<file path="src/rtl/tdm_demux4.sv">
// tdm_demux4: splits a 4-slot TDM stream back into 4 parallel channels with sync hunt/confirm/lock.
// Defining TDM_DEMUX_PARITY_EN adds in_par/par_err and drops frames that contain a parity fault.
module tdm_demux4 #(
    parameter int WIDTH       = 1,
    parameter int LOCK_FRAMES = 2,
    parameter int LOSS_FRAMES = 2
) (
    input  logic               clk,
    input  logic               rst_n,
    input  logic               in_valid,
    input  logic [WIDTH-1:0]   in_data,
    input  logic               in_sof,
`ifdef TDM_DEMUX_PARITY_EN
    input  logic               in_par,
    output logic               par_err,
`endif
    output logic [4*WIDTH-1:0] out_data,
    output logic               out_valid,
    output logic               locked,
    output logic               sync_err
);
    localparam int GW = $clog2(LOCK_FRAMES + 1);
    localparam int BW = $clog2(LOSS_FRAMES + 1);

    typedef enum logic [1:0] {HUNT, CONFIRM, LOCKED} state_t;

    state_t             state_q, state_d;
    logic [1:0]         slot_q, slot_d;
    logic [GW-1:0]      good_q, good_d;
    logic [BW-1:0]      bad_q, bad_d;
    logic [3*WIDTH-1:0] stage_q, stage_d;
    logic [4*WIDTH-1:0] data_q, data_d;
    logic               valid_q, valid_d;
    logic               serr_q, serr_d;
    logic               at0, sync_ok, store, frame_ok;
    logic [1:0]         wslot;

    assign at0       = slot_q == 2'd0;
    assign sync_ok   = in_sof == at0;
    assign out_data  = data_q;
    assign out_valid = valid_q;
    assign locked    = state_q == LOCKED;
    assign sync_err  = serr_q;

`ifdef TDM_DEMUX_PARITY_EN
    logic par_fail, frame_start, perr_q, badf_q, badf_d;

    assign par_fail    = in_valid && ^{in_data, in_par};
    assign frame_start = in_valid && (state_q == HUNT ? in_sof : state_q == CONFIRM ? (at0 || in_sof) : at0);
    assign frame_ok    = !(badf_q || par_fail);
    assign par_err     = perr_q;

    // Sticky parity-fault flag for the frame being staged; restarts on every slot-0 beat.
    always_comb begin
        badf_d = badf_q;
        if (frame_start)
            badf_d = par_fail;
        else if (in_valid)
            badf_d = badf_q || par_fail;
    end

    // Parity pulse and frame flag registers.
    always_ff @(posedge clk or negedge rst_n) begin
        if (!rst_n) begin
            perr_q <= 1'b0;
            badf_q <= 1'b0;
        end else begin
            perr_q <= par_fail;
            badf_q <= badf_d;
        end
    end
`else
    assign frame_ok = 1'b1;
`endif

    // Sync FSM, slot counter, staging writes and frame delivery; idle cycles change nothing.
    always_comb begin
        state_d = state_q;
        slot_d  = slot_q;
        good_d  = good_q;
        bad_d   = bad_q;
        stage_d = stage_q;
        data_d  = data_q;
        valid_d = 1'b0;
        serr_d  = 1'b0;
        store   = 1'b0;
        wslot   = slot_q;
        if (in_valid) begin
            case (state_q)
                HUNT: begin
                    if (in_sof) begin
                        store   = 1'b1;
                        wslot   = 2'd0;
                        slot_d  = 2'd1;
                        good_d  = GW'(1);
                        bad_d   = '0;
                        state_d = (LOCK_FRAMES == 1) ? LOCKED : CONFIRM;
                    end
                end
                CONFIRM: begin
                    store  = 1'b1;
                    slot_d = slot_q + 2'd1;
                    if (sync_ok) begin
                        if (at0) begin
                            good_d = good_q + 1'b1;
                            if (good_q == GW'(LOCK_FRAMES - 1))
                                state_d = LOCKED;
                        end
                    end else if (in_sof) begin
                        wslot  = 2'd0;
                        slot_d = 2'd1;
                        good_d = GW'(1);
                    end else begin
                        state_d = HUNT;
                    end
                end
                default: begin
                    store  = 1'b1;
                    slot_d = slot_q + 2'd1;
                    if (!sync_ok) begin
                        serr_d = 1'b1;
                        bad_d  = bad_q + 1'b1;
                        if (bad_q == BW'(LOSS_FRAMES - 1))
                            state_d = HUNT;
                    end else if (at0) begin
                        bad_d = '0;
                    end
                    if (slot_q == 2'd3 && frame_ok) begin
                        valid_d = 1'b1;
                        data_d  = {in_data, stage_q};
                    end
                end
            endcase
        end
        if (store)
            for (int k = 0; k < 3; k++)
                if (wslot == 2'(k))
                    stage_d[k*WIDTH +: WIDTH] = in_data;
    end

    // State registers.
    always_ff @(posedge clk or negedge rst_n) begin
        if (!rst_n) begin
            state_q <= HUNT;
            slot_q  <= 2'd0;
            good_q  <= '0;
            bad_q   <= '0;
            stage_q <= '0;
            data_q  <= '0;
            valid_q <= 1'b0;
            serr_q  <= 1'b0;
        end else begin
            state_q <= state_d;
            slot_q  <= slot_d;
            good_q  <= good_d;
            bad_q   <= bad_d;
            stage_q <= stage_d;
            data_q  <= data_d;
            valid_q <= valid_d;
            serr_q  <= serr_d;
        end
    end
endmodule

</file>
<file path="config.mk">
export PLATFORM = sky130hd
export DESIGN_NAME = tdm_demux4
export DESIGN_NICKNAME = d
export VERILOG_FILES = /design/src/rtl/tdm_demux4.sv
export SDC_FILE = /design/constraint.sdc
export NUM_CORES = 1
export LEC_CHECK = 0
export CAP_MARGIN = 20
export CORE_UTILIZATION = 47
export CTS_CLUSTER_SIZE = 25
export DETAILED_ROUTE_END_ITERATION = 12
export PLACE_DENSITY = 0.73
export SLEW_MARGIN = 20
export SYNTH_ARGS = -nofsm -noshare
export SYNTH_HDL_FRONTEND = slang
export SYNTH_SLANG_ARGS = --single-unit
</file>
<file path="constraint.sdc">
create_clock -name clk -period 1.75 [get_ports clk]
set_input_delay 0.175 -clock clk [delete_from_list [all_inputs] [get_ports clk]]
set_output_delay 0.175 -clock clk [all_outputs]
set_load 0.02 [all_outputs]
</file>
After elaboration in Yosys (flattened, before gate mapping)

Index checks and enable logic that the tools add are counted.

Flip-flop bits (word level): 17
Input bits: 5

$add $sub $neg: 3
Eq/ne operators: 14
Multiplexer cells: 32
Bitwise operators: 2
Reductions and logical operators: 14

Operators by type and width:

| cell                                                            | count |
|---|---|
| 2-bit two-way mux                                               | 18 |
| 2-bit case mux with 2 select lines                              | 5 |
| 1-bit two-way mux                                               | 9 |
| 3-bit != test, second input constant                            | 3 |
| 2-bit by 1-bit == test with 1-bit output, second input constant | 4 |
| 2-bit AND reduction                                             | 4 |
| 7-bit AND reduction                                             | 1 |
| 2-bit by 1-bit adder with 2-bit output, second input constant   | 3 |
| 2-bit == test, second input constant                            | 3 |
| 2-bit logical NOT                                               | 3 |
| 3-bit AND reduction                                             | 2 |
| 4-bit AND reduction                                             | 1 |
| 3-bit by 1-bit != test with 1-bit output, second input constant | 1 |
| 3-bit by 2-bit != test with 1-bit output, second input constant | 1 |
| 3-bit nonzero test                                              | 1 |
| 2-bit != test, second input constant                            | 1 |
| 1-bit NOT                                                       | 2 |
| 2-bit nonzero test                                              | 1 |
| 2-bit OR reduction                                              | 1 |
| 1-bit == test                                                   | 1 |

Longest topological paths before layout

Gate-level depths: netlist of run 1.

Depth after elaboration: 7
Mapped depth: 8

Worst setup path before layout of run 1

No wires, ideal clock.

Path type: register -> register
Start point: register slot_q[1]
End point: register stage_q[0]
Arrival time: 1798 ps
Data required time: 1623 ps
Setup slack: -175 ps
Stages on the path, launching flop included: 9
Buffers on the path: 0
Path through: dfrtp_1 -> inv_1 -> ha_1 -> inv_1 -> ha_1 -> nand2b_1 -> a31oi_4 -> nand3b_1 -> mux2_1

Cells in the longest elaborated chain, start to end: 7
Elaborated cells on any way between the ends: 8
Those cells by class: 1 x eq/ne; 4 x mux; 3 x reduce/logical

Ends and longest elaborated chain:

| element                            | RTL line | text |
|---|---|---|
| from (decl)                        | 28       | `logic [1:0] slot_q, slot_d;` |
| from (signal assigned)             | 154      | `slot_q <= slot_d;` |
| 2-bit logical NOT                  | 38       | `assign at0 = slot_q == 2'd0;` |
| 1-bit == test                      | 39       | `assign sync_ok = in_sof == at0;` |
| 2-bit two-way mux                  | 103      | `if (sync_ok) begin` |
| 2-bit case mux with 2 select lines | 89       | `case (state_q)` |
| 2-bit two-way mux (*)              | 88       | `if (in_valid) begin` |
| 2-bit logical NOT (*)              | 137      | `if (wslot == 2'(k))` |
| 2-bit AND reduction (no line) (*)  | --       |  |
| to (signal assigned)               | 157      | `stage_q <= stage_d;` |
| to (decl)                          | 31       | `logic [3*WIDTH-1:0] stage_q, stage_d;` |

Mark *: on every way between the ends. The rest lies on a longest branch, timed or not.
A chain may end at the register's enable or synchronous reset.

Final worst setup path of run 1

Start point: register slot_q[0]
End point: register stage_q[0]

The elaborated chain is that of the path after synthesis.

==> out/qor.txt, run 1 <==
status = completed
CTS tree = built
worst path bufs/invs = 2
power share of the combinational group = 50.3%
CP Data Required Time = 1.94 ns
P_leak = 0.578 nW
worst reg2reg setup slack = 0.01 ns
cts bufs inserted = 3
largest net degree at the start of global routing = 18
Die Y-Extent = 45.6 um
Mapped Cells = 85
Routed WL per cell = 13.5 um
Int Pwr = 1.12 mW
synth cell count leaders = 17 x dfrtp_1, 9 x inv_1, 8 x nand2_1, 8 x o21ai_0, 6 x ha_1
Clock power frac = 11.8%
total wire length = 1.83 mm
Yosys warning total = 0
max_cap viols = 0
drt drc = 0
EDFF count, synth = 0
Net Sw Frac = 37.2%
initial core utilization = 51.2%
Async S/R FF share, synth = 100%
I/O Pins = 12
min-delay worst type = primary input to async pin
RSZ-0062 raised after global routing = yes
clock slew at reported path FFs = 0.10 ns
clk_lat worst skew = 0.29 ns
Final HPWL DP = 1.33 mm
CP Cell Sequence = inv_2 > ha_4 > inv_4 > ha_4 > nand2b_4 > a31oi_4 > nand3b_1 > mux2_4
die area = 0.00208 mm^2
Finished Layout Cells = 136
die width = 45.6 um
Layout Area Growth over Synthesis = 34.2%
overall routing resource usage = 20.5%
CTS H-tree depth = 1
placed insts = 130
initial antenna violation count = 0
CP Capture Type = flop
Cell Area, Synth = 893 um^2
Clock Skew = 0.00246 ns
number of inserted diodes = 0
Max VDD drop = 0.000871 V
Std-Cell Rows = 15
fin crit period = 1.74 ns
GPL Wtd Cong = 0.841
CTS Sinks = 17
Syn Nets = 96
Root Buffer = clkbuf_4
Pwr Density = 1490 mW/mm^2
f_max = 575 MHz
library cells used by synthesis = 25
Nets = 123
final setup violation count = 0
final setup TNS = 0 ns
share of cells above drive strength 1 = 30.6%
Worst EP arrival = 1.92 ns
Top FF cell, synth = dfrtp_1
Final Cell Area = 0.00120 mm^2
port buffer count = 11
vias in the first global route = 685
Worst slew margin = 70.2%
Hold Fails Final Rpt = 0
post-synth top area cell = dfrtp_1
core area = 0.00175 mm^2
DR pass1 iterations = 4
crit path launch type = flop
CP dominant cell by count = ha_4
Tcrit/Tclk final = 99.4%
Via-to-Cell Ratio = 5.18
fraction of the yosys area taken by sequential cells = 47.6%
area post-placement = 0.00113 mm^2
dominant cells by area after synthesis = dfrtp_1 48%, ha_1 8.4%, mux2_2 5.0%, o21ai_0 4.5%, inv_1 3.8%
CTS Buffer Depth = 2
measured slew at the worst slew-check pin = 0.442 ns
Reg power frac = 37.9%
Crit path largest cell delay = 0.40 ns
Yosys reg bits = 17
total power = 1.79 mW
Overflow after GRT = 0
Routed Antenna Nets = 0
max-slew violation count = 0
Max FO, Critical Path = 4
Yosys top cell area share = 47.6%
Via Count = 705
Mapped Avg Cell Area = 10.5 um^2
Setup CP Type = flop to flop
most common cell in the netlist = dfrtp_1
CP delay by family, top = flip-flops
critical path's slowest cell = dfrtp_1
initial detailed-routing violation count = 21
switching power = 0.664 mW
first-pass GRT wire length = 2.92 mm
-- state kept, by name, indices dropped and copies added, names as in the netlist --
register   count
out_data       4
stage_q        3
bad_q          2
good_q         2
slot_q         2
state_q        2
out_valid      1
sync_err       1
-- cells by family after synthesis --
logic type / synth area share [%]
AOI/OAI and AO/OA: 14.0
adders and majority gates: 8.40
buffers and inverters: 4.90
DFF: 47.6
muxes: 11.1
and+or+nand+nor: 14.0
-- worst paths after layout --
| check | start | to | depth (start not counted) |
|---|---|---|---|
| worst min register to register | bad_q[1] | bad_q[1] | 2 |
| worst max register to register | slot_q[0] | stage_q[0] | 8 |
| min in group clk | bad_q[1] | bad_q[1] | 2 |
| max in group asynchronous | rst_n | state_q[1] | 2 |
| worst max-delay path | slot_q[0] | stage_q[0] | 8 |
| worst min-delay path | rst_n | out_data[2] | 2 |
-- final cells by class --
type	instances	area [um^2]
Tap cell	25	31.3
Inverter	9	36.3
Multi-Input combinational cell	57	467
Fill cell	141	547
Clock buffer	4	26.3
Timing Repair Buffer	24	210
Sequential cell	17	428
-- metal layers --
| layer | track usage, % | wire [um] | vias up |
|---|---|---|---|
| li1 | - | - | 345 |
| met1 | 23.3 | 773 | 334 |
| met2 | 37.1 | 941 | 22 |
| met3 | 3.57 | 89 | 4 |
| met4 | 9.09 | 27 | 0 |
| met5 | 0 | 0 | - |
-- power by group through the flow --
stage	logic [mW]	registers (mW)	clock network (mW)
5_1_grt	0.988	0.700	0.237
3_3_place_gp	0.777	0.671	0
2_1_floorplan	0.474	0.698	0
4_1_cts	0.876	0.673	0.221
3_5_place_dp	0.818	0.677	0
6_report	0.899	0.676	0.211
-- per-stage QoR --
| step | hold slack (ns) | setup WS, ns | util (%) |
|---|---|---|---|
| after global placement | 0.462 | -0.0777 | 64.6 |
| after CTS | 0.201 | -0.00885 | 67.9 |
| final | 0.204 | 0.0110 | 68.7 |
| after floorplan | -0.121 | 0.0375 | - |
| after detailed placement | 0.471 | -0.122 | 64.6 |
| after global routing | 0.222 | -0.0551 | 68.7 |
-- repair_timing --
action	4_1_cts	5_1_grt
setup buffers	1	1
pin swaps	1	2
hold buffers	0	0
endpoints found under the setup margin	3	5
resized for setup	8	2
-- placed cells by master (no fill, tap or decap), drive strengths merged, types with 3 or more instances in the layout --
cell type       n
dfrtp          17
nor2            3
ha              6
clkdlybuf4s50  10
nand3           4
buf            13
inv             9
clkbuf          4
o21ai           8
nand2           8
mux2            7
Power figures use the tool's default switching activity.
==> inputs of run 2 (changes only) <==
Settings changed: CTS_CLUSTER_SIZE 25 to unset.
==> results of run 2 <==
The final DEF is identical to that of run 1; final timing and power are the same.
